### config.mk
export PLATFORM = sky130hd
export DESIGN_NAME = adder_rr_sched
export DESIGN_NICKNAME = d
export VERILOG_FILES = /design/src/rtl/adder_rr_sched.sv
export SDC_FILE = /design/constraint.sdc
export NUM_CORES = 1
export LEC_CHECK = 0
export ABC_AREA = 1
export BUFFER_PORTS_ARGS = -buffer_cell sky130_fd_sc_hd__buf_2
export CORE_MARGIN = 2
export CORE_UTILIZATION = 50
export CTS_CLUSTER_SIZE = 40
export DETAILED_ROUTE_END_ITERATION = 7
export HOLD_SLACK_MARGIN = 0.1
export PLACE_DENSITY = 0.82
export SETUP_SLACK_MARGIN = 0.3
export SKIP_LAST_GASP = 1
export SLEW_MARGIN = 20
export SYNTH_ARGS = -nofsm -noshare
export SYNTH_HDL_FRONTEND = slang
export SYNTH_SLANG_ARGS = --single-unit
### constraint.sdc
create_clock -name clk -period 2.7 [get_ports clk]
set_input_delay 0.54 -clock clk [delete_from_list [all_inputs] [get_ports clk]]
set_output_delay 0.54 -clock clk [all_outputs]
set_load 0.02 [all_outputs]
### src/rtl/adder_rr_sched.sv
// adder_rr_sched: round-robin sharing of one external 4-bit adder among NREQ requesters.
// Latency: req_ack 1 cycle after accept, res_valid SETTLE+1 cycles after req_ack; one op per SETTLE+2 cycles.
// Backpressure: requesters hold req_valid until req_ack; `ADDER_RR_SCHED_OVF_CNT_EN adds ovf_cnt/ovf_clr.
module adder_rr_sched #(
  parameter int NREQ   = 4,
  parameter int IDW    = 2,
  parameter int SETTLE = 1
) (
  input  logic              clk,
  input  logic              rst_n,
  input  logic [NREQ-1:0]   req_valid,
  input  logic [4*NREQ-1:0] req_a,
  input  logic [4*NREQ-1:0] req_b,
  output logic [NREQ-1:0]   req_ack,
  output logic [3:0]        add_a,
  output logic [3:0]        add_b,
  input  logic [4:0]        add_s,
  output logic              res_valid,
  output logic [4:0]        res_sum,
  output logic [IDW-1:0]    res_id,
  output logic              busy
`ifdef ADDER_RR_SCHED_OVF_CNT_EN
  ,
  input  logic              ovf_clr,
  output logic [7:0]        ovf_cnt
`endif
);

  // A zero settle time still needs one HOLD cycle; the counter is 4 bits wide.
  localparam int         SETTLE_EFF = (SETTLE < 1) ? 1 : ((SETTLE > 15) ? 15 : SETTLE);
  localparam logic [3:0] CNT_LOAD   = 4'(SETTLE_EFF - 1);

  typedef enum logic [1:0] {
    IDLE    = 2'd0,
    HOLD    = 2'd1,
    CAPTURE = 2'd2
  } state_t;

  state_t          state_q, state_d;
  logic [IDW-1:0]  ptr_q, ptr_d;
  logic [IDW-1:0]  win_q, win_d;
  logic [3:0]      cnt_q, cnt_d;
  logic [NREQ-1:0] ack_q, ack_d;
  logic [3:0]      a_q, a_d;
  logic [3:0]      b_q, b_d;
  logic            vld_q, vld_d;
  logic [4:0]      sum_q, sum_d;
  logic [IDW-1:0]  id_q, id_d;
  logic            busy_q, busy_d;

  logic [NREQ-1:0] hi_mask;
  logic [NREQ-1:0] req_hi;
  logic [IDW-1:0]  pick_id;
  logic [NREQ-1:0] pick_oh;
  logic [3:0]      pick_a;
  logic [3:0]      pick_b;

  // Requests at or above the pointer take precedence; otherwise wrap to the lowest index.
  always_comb begin
    hi_mask = '0;
    for (int i = 0; i < NREQ; i++) begin
      hi_mask[i] = (IDW'(i) >= ptr_q);
    end
  end

  assign req_hi = req_valid & hi_mask;

  always_comb begin
    pick_id = '0;
    for (int i = NREQ - 1; i >= 0; i--) begin
      if (req_valid[i]) pick_id = IDW'(i);
    end
    for (int i = NREQ - 1; i >= 0; i--) begin
      if (req_hi[i]) pick_id = IDW'(i);
    end
  end

  always_comb begin
    pick_oh = '0;
    pick_a  = '0;
    pick_b  = '0;
    for (int i = 0; i < NREQ; i++) begin
      if (IDW'(i) == pick_id) begin
        pick_oh[i] = 1'b1;
        pick_a     = req_a[4*i +: 4];
        pick_b     = req_b[4*i +: 4];
      end
    end
  end

  always_comb begin
    state_d = state_q;
    ptr_d   = ptr_q;
    win_d   = win_q;
    cnt_d   = cnt_q;
    ack_d   = '0;
    a_d     = a_q;
    b_d     = b_q;
    vld_d   = 1'b0;
    sum_d   = sum_q;
    id_d    = id_q;
    busy_d  = busy_q;
    unique case (state_q)
      IDLE: begin
        if (|req_valid) begin
          win_d   = pick_id;
          a_d     = pick_a;
          b_d     = pick_b;
          ack_d   = pick_oh;
          busy_d  = 1'b1;
          cnt_d   = CNT_LOAD;
          state_d = HOLD;
        end
      end
      HOLD: begin
        if (cnt_q == 4'd0) begin
          state_d = CAPTURE;
        end else begin
          cnt_d = cnt_q - 4'd1;
        end
      end
      CAPTURE: begin
        sum_d   = add_s;
        id_d    = win_q;
        vld_d   = 1'b1;
        ptr_d   = (win_q == IDW'(NREQ - 1)) ? '0 : win_q + IDW'(1);
        busy_d  = 1'b0;
        state_d = IDLE;
      end
      default: begin
        state_d = IDLE;
      end
    endcase
  end

  always_ff @(posedge clk or negedge rst_n) begin
    if (!rst_n) begin
      state_q <= IDLE;
      ptr_q   <= '0;
      win_q   <= '0;
      cnt_q   <= '0;
      ack_q   <= '0;
      a_q     <= '0;
      b_q     <= '0;
      vld_q   <= 1'b0;
      sum_q   <= '0;
      id_q    <= '0;
      busy_q  <= 1'b0;
    end else begin
      state_q <= state_d;
      ptr_q   <= ptr_d;
      win_q   <= win_d;
      cnt_q   <= cnt_d;
      ack_q   <= ack_d;
      a_q     <= a_d;
      b_q     <= b_d;
      vld_q   <= vld_d;
      sum_q   <= sum_d;
      id_q    <= id_d;
      busy_q  <= busy_d;
    end
  end

  assign req_ack   = ack_q;
  assign add_a     = a_q;
  assign add_b     = b_q;
  assign res_valid = vld_q;
  assign res_sum   = sum_q;
  assign res_id    = id_q;
  assign busy      = busy_q;

`ifdef ADDER_RR_SCHED_OVF_CNT_EN
  logic [7:0] ovf_q, ovf_d;

  // Clear wins over a same-cycle carry; the count sticks at 255.
  always_comb begin
    ovf_d = ovf_q;
    if (ovf_clr) begin
      ovf_d = '0;
    end else if ((state_q == CAPTURE) && add_s[4] && (ovf_q != 8'hFF)) begin
      ovf_d = ovf_q + 8'd1;
    end
  end

  always_ff @(posedge clk or negedge rst_n) begin
    if (!rst_n) begin
      ovf_q <= '0;
    end else begin
      ovf_q <= ovf_d;
    end
  end

  assign ovf_cnt = ovf_q;
`endif

endmodule

==> summary.md <==
| Metric | Value |
|---|---|
| Register Area | 776 um2 |
| Slew Limit Fails | 0 |
| Die area | 3730 um2 |
| Max-cap viol count | 0 |
| Hold Vio Cnt, Final | 0 |
| Pin count of the biggest net entering global routing | 32 |
| CP max stage delay | 0.43 ns |
| Initial antenna violation count | 0 |
| Clock buffer depth | 2 |
| Antenna-violating nets left | 0 |
| Clk pwr share | 19.8% |
| Synthesized netlist cell count | 203 |
| Vias | 1,590 |
| Area delta synth->final | 27.1% |
| Chip height | 61.0 um |
| GP Congestion | 0.779 |
| Drt total wl | 3.78 mm |
| Switching share of power | 43.3% |
| TNS Setup | 0 ns |
| Final setup skew | 0.00778 ns |
| R2R Path End | add_b[1] |
| Syn_area_per_cell | 8.01 um2 |
| Critical Path Sink Type | flip-flop |
| Post_cts resized | 0 |
| I/O pin count | 64 |
| GRT Util Overall | 21.8% |
| Fin crit share | 57.7% |
| CTS clk-pin slew, worst paths | 0.10 ns |
| Syn_nets | 249 |
| WP data required | 2.92 ns |
| Slew @ Worst Pin | 0.661 ns |
| Status | completed |
| Starting Density | 52.8% |
| Avg Vias per Cell | 5.06 |
| Pre-CTS WS | 0.896 ns |
| Top delay family on crit path | simple AND/OR/NAND/NOR gates |
| Synthesized cell area | 1630 um2 |
| Fillers | 273 |
| CP startpoint kind | flip-flop |
| Number of global-route vias before repair | 1,412 |
| Crit path time final | 1.56 ns |
| Combinational share of power | 47.4% |
| Final setup vio count | 0 |
| Worst reg2reg path depth | 8 |
| TritonCTS Buffers | 5 |
| LEAKAGE | 1.11 nW |
| Max Freq | 642 MHz |
| First-pass GRT wire length | 5.92 mm |
| Worst setup margin | 1.14 ns |
| Drt drc | 0 |
| Total Nets Final | 315 |
| Seq cells post-synth | 31 |
| Synth unique cells | 25 |
| Final core utilization | 67.2% |
| P_sw | 0.000990 W |
| Origin of the critical flop-to-flop path | ptr_q[1] |
| Routed wire per std cell | 12.0 um |
| Sink Count | 31 |
| Sequential power share | 32.8% |
| Critical path, cell by cell | inv_2, nand3_2, nand3_4, nor2_4, nand2_1, nand2_1, nor2_1, nor2_1 |
| Multi-input logic area | 741 um2 |
| Worst slew margin | 55.9% |
| PwrDens | 1110 nW/um2 |
| Remaining Overflow, GRT | 0 |
| CP Class | reg2reg |
| VDD IR max | 0.530 mV |
| Core box area | 3080 um2 |
| Critical path arrival | 1.78 ns |
| Initial DRC count | 79 |
| Hold Path Class | in2async |
| Final hold slack | 0.234 ns |
| Dpl hpwl | 2.83 mm |
| CP max FO | 19 |
| Slowest cell on the critical path | dfrtp_1 |
| CTS tree | yes |
| Htree depth | 2 |
| Die width | 61.0 um |
| Internal Power | 0.00129 W |
| Latest clock arrival within the worst-skew pair | 0.33 ns |
| Post-CTS Setup Repair Bufs | 0 |
| Share of post-route cells with drive strength above 1 | 32.2% |
| Synth warnings | 0 |
| Port bufs | 63 |
| # hold bufs at CTS | 0 |
| Row cnt | 20 |
| TritonRoute pass-1 iters | 4 |
| Worst path buffer plus inverter count | 1 |
| Flop2flop setup slack | 1.14 ns |
| Register area share after synthesis | 47.7% |
| RSZ-0062 raised after global routing | no |
| Antenna Cells | 0 |
| Clk root buf | clkbuf_4 |
[power groups by stage]
stage                     Clock, W  Combinational (W)  Sequential [W]
after floorplan                  0           0.000624        0.000924
after global placement           0            0.00105        0.000748
after detailed placement         0            0.00108        0.000752
after CTS                 0.000454            0.00109        0.000747
after global routing      0.000474            0.00121        0.000772
final                     0.000452            0.00108        0.000748
[Yosys cell counts, drive strengths merged]
master / instances / area (um2)
nand2: 53 / 235
nor2: 42 / 178
dfrtp: 31 / 776
nand3: 22 / 128
inv: 18 / 67.6
nand4: 16 / 100
o21ai: 6 / 30.0
buf: 5 / 38.8
ha: 3 / 37.5
nor3: 3 / 15.0
o22ai: 2 / 12.5
a21oi: 1 / 5.00
clkinv: 1 / 3.75
[worst register-to-register path, cell delays in order, from the launching register on]
cell and delay [ns]:
dfrtp_1 0.43, inv_2 0.08, nand3_2 0.25, nand3_4 0.33, nor2_4 0.10, nand2_1 0.07, nand2_1 0.04, nor2_1 0.12
nor2_1 0.05
[final cells by class]
cell class              instances  area share (%)
flip-flops and latches         31            37.5
multi-input cells             148            35.8
repair buffers                 64            15.6
inverters                      19            3.45
clock inverters                 2            2.91
well taps                      44            2.66
clock buffers                   6            2.00
[cell families after synthesis]
| group | share of synthesized area, % |
|---|---|
| AOI/OAI and AO/OA | 2.92 |
| adders and majority gates | 2.31 |
| buffers and inverters | 6.77 |
| DFF | 47.7 |
| and+or+nand+nor | 40.3 |
[metal layers]
metal | vias to the layer above | GRT usage [%] | part of all wire (%)
met5 | - | 0 | 0
met4 | 0 | 5.90 | 0.34
met1 | 730 | 29.4 | 44
met3 | 2 | 7.14 | 7.1
met2 | 63 | 33.9 | 49
li1 | 795 | - | -
[cell usage in the layout, fill, tap and decap left out, drive strengths merged]
master | Yosys | routed
a21oi | 1 | 1
buf | 5 | 64
bufinv | 0 | 2
clkbuf | 0 | 6
clkinv | 1 | 1
dfrtp | 31 | 31
ha | 3 | 3
inv | 18 | 18
nand2 | 53 | 53
nand3 | 22 | 22
nand4 | 16 | 16
nor2 | 42 | 42
nor3 | 3 | 3
o21ai | 6 | 6
o22ai | 2 | 2
[metrics by stage]
| step | instances | cell area, um2 | total power (W) |
|---|---|---|---|
| 2_1_floorplan | 203 | 1630 | 0.00155 |
| 3_3_place_gp | 306 | 1970 | 0.00180 |
| 3_5_place_dp | 306 | 1970 | 0.00183 |
| 4_1_cts | 314 | 2070 | 0.00229 |
| 5_1_grt | 314 | 2070 | 0.00246 |
| 6_report | 314 | 2070 | 0.00228 |
[sequential cells by signal (all words and copies together) (netlist names)]
| register | count |
|---|---|
| res_sum | 5 |
| add_a | 4 |
| add_b | 4 |
| cnt_q | 4 |
| req_ack | 4 |
| ptr_q | 2 |
| res_id | 2 |
| state_q | 2 |
| win_q | 2 |
| busy | 1 |
| res_valid | 1 |
[how the worst max path moves through the flow]
stage	startpoint	endpoint	slack, ns	cells after the start
final	ptr_q[1]	add_b[1]	1.14	8
after CTS	ptr_q[1]	add_a[3]	1.16	8
after global routing	ptr_q[1]	add_a[0]	0.99	8
after detailed placement	req_valid[1]	add_a[2]	0.90	10
after floorplan	req_valid[1]	add_b[3]	1.22	10
after global placement	req_valid[1]	add_a[1]	0.98	10
Note: power is estimated with default switching activity, not from simulation.
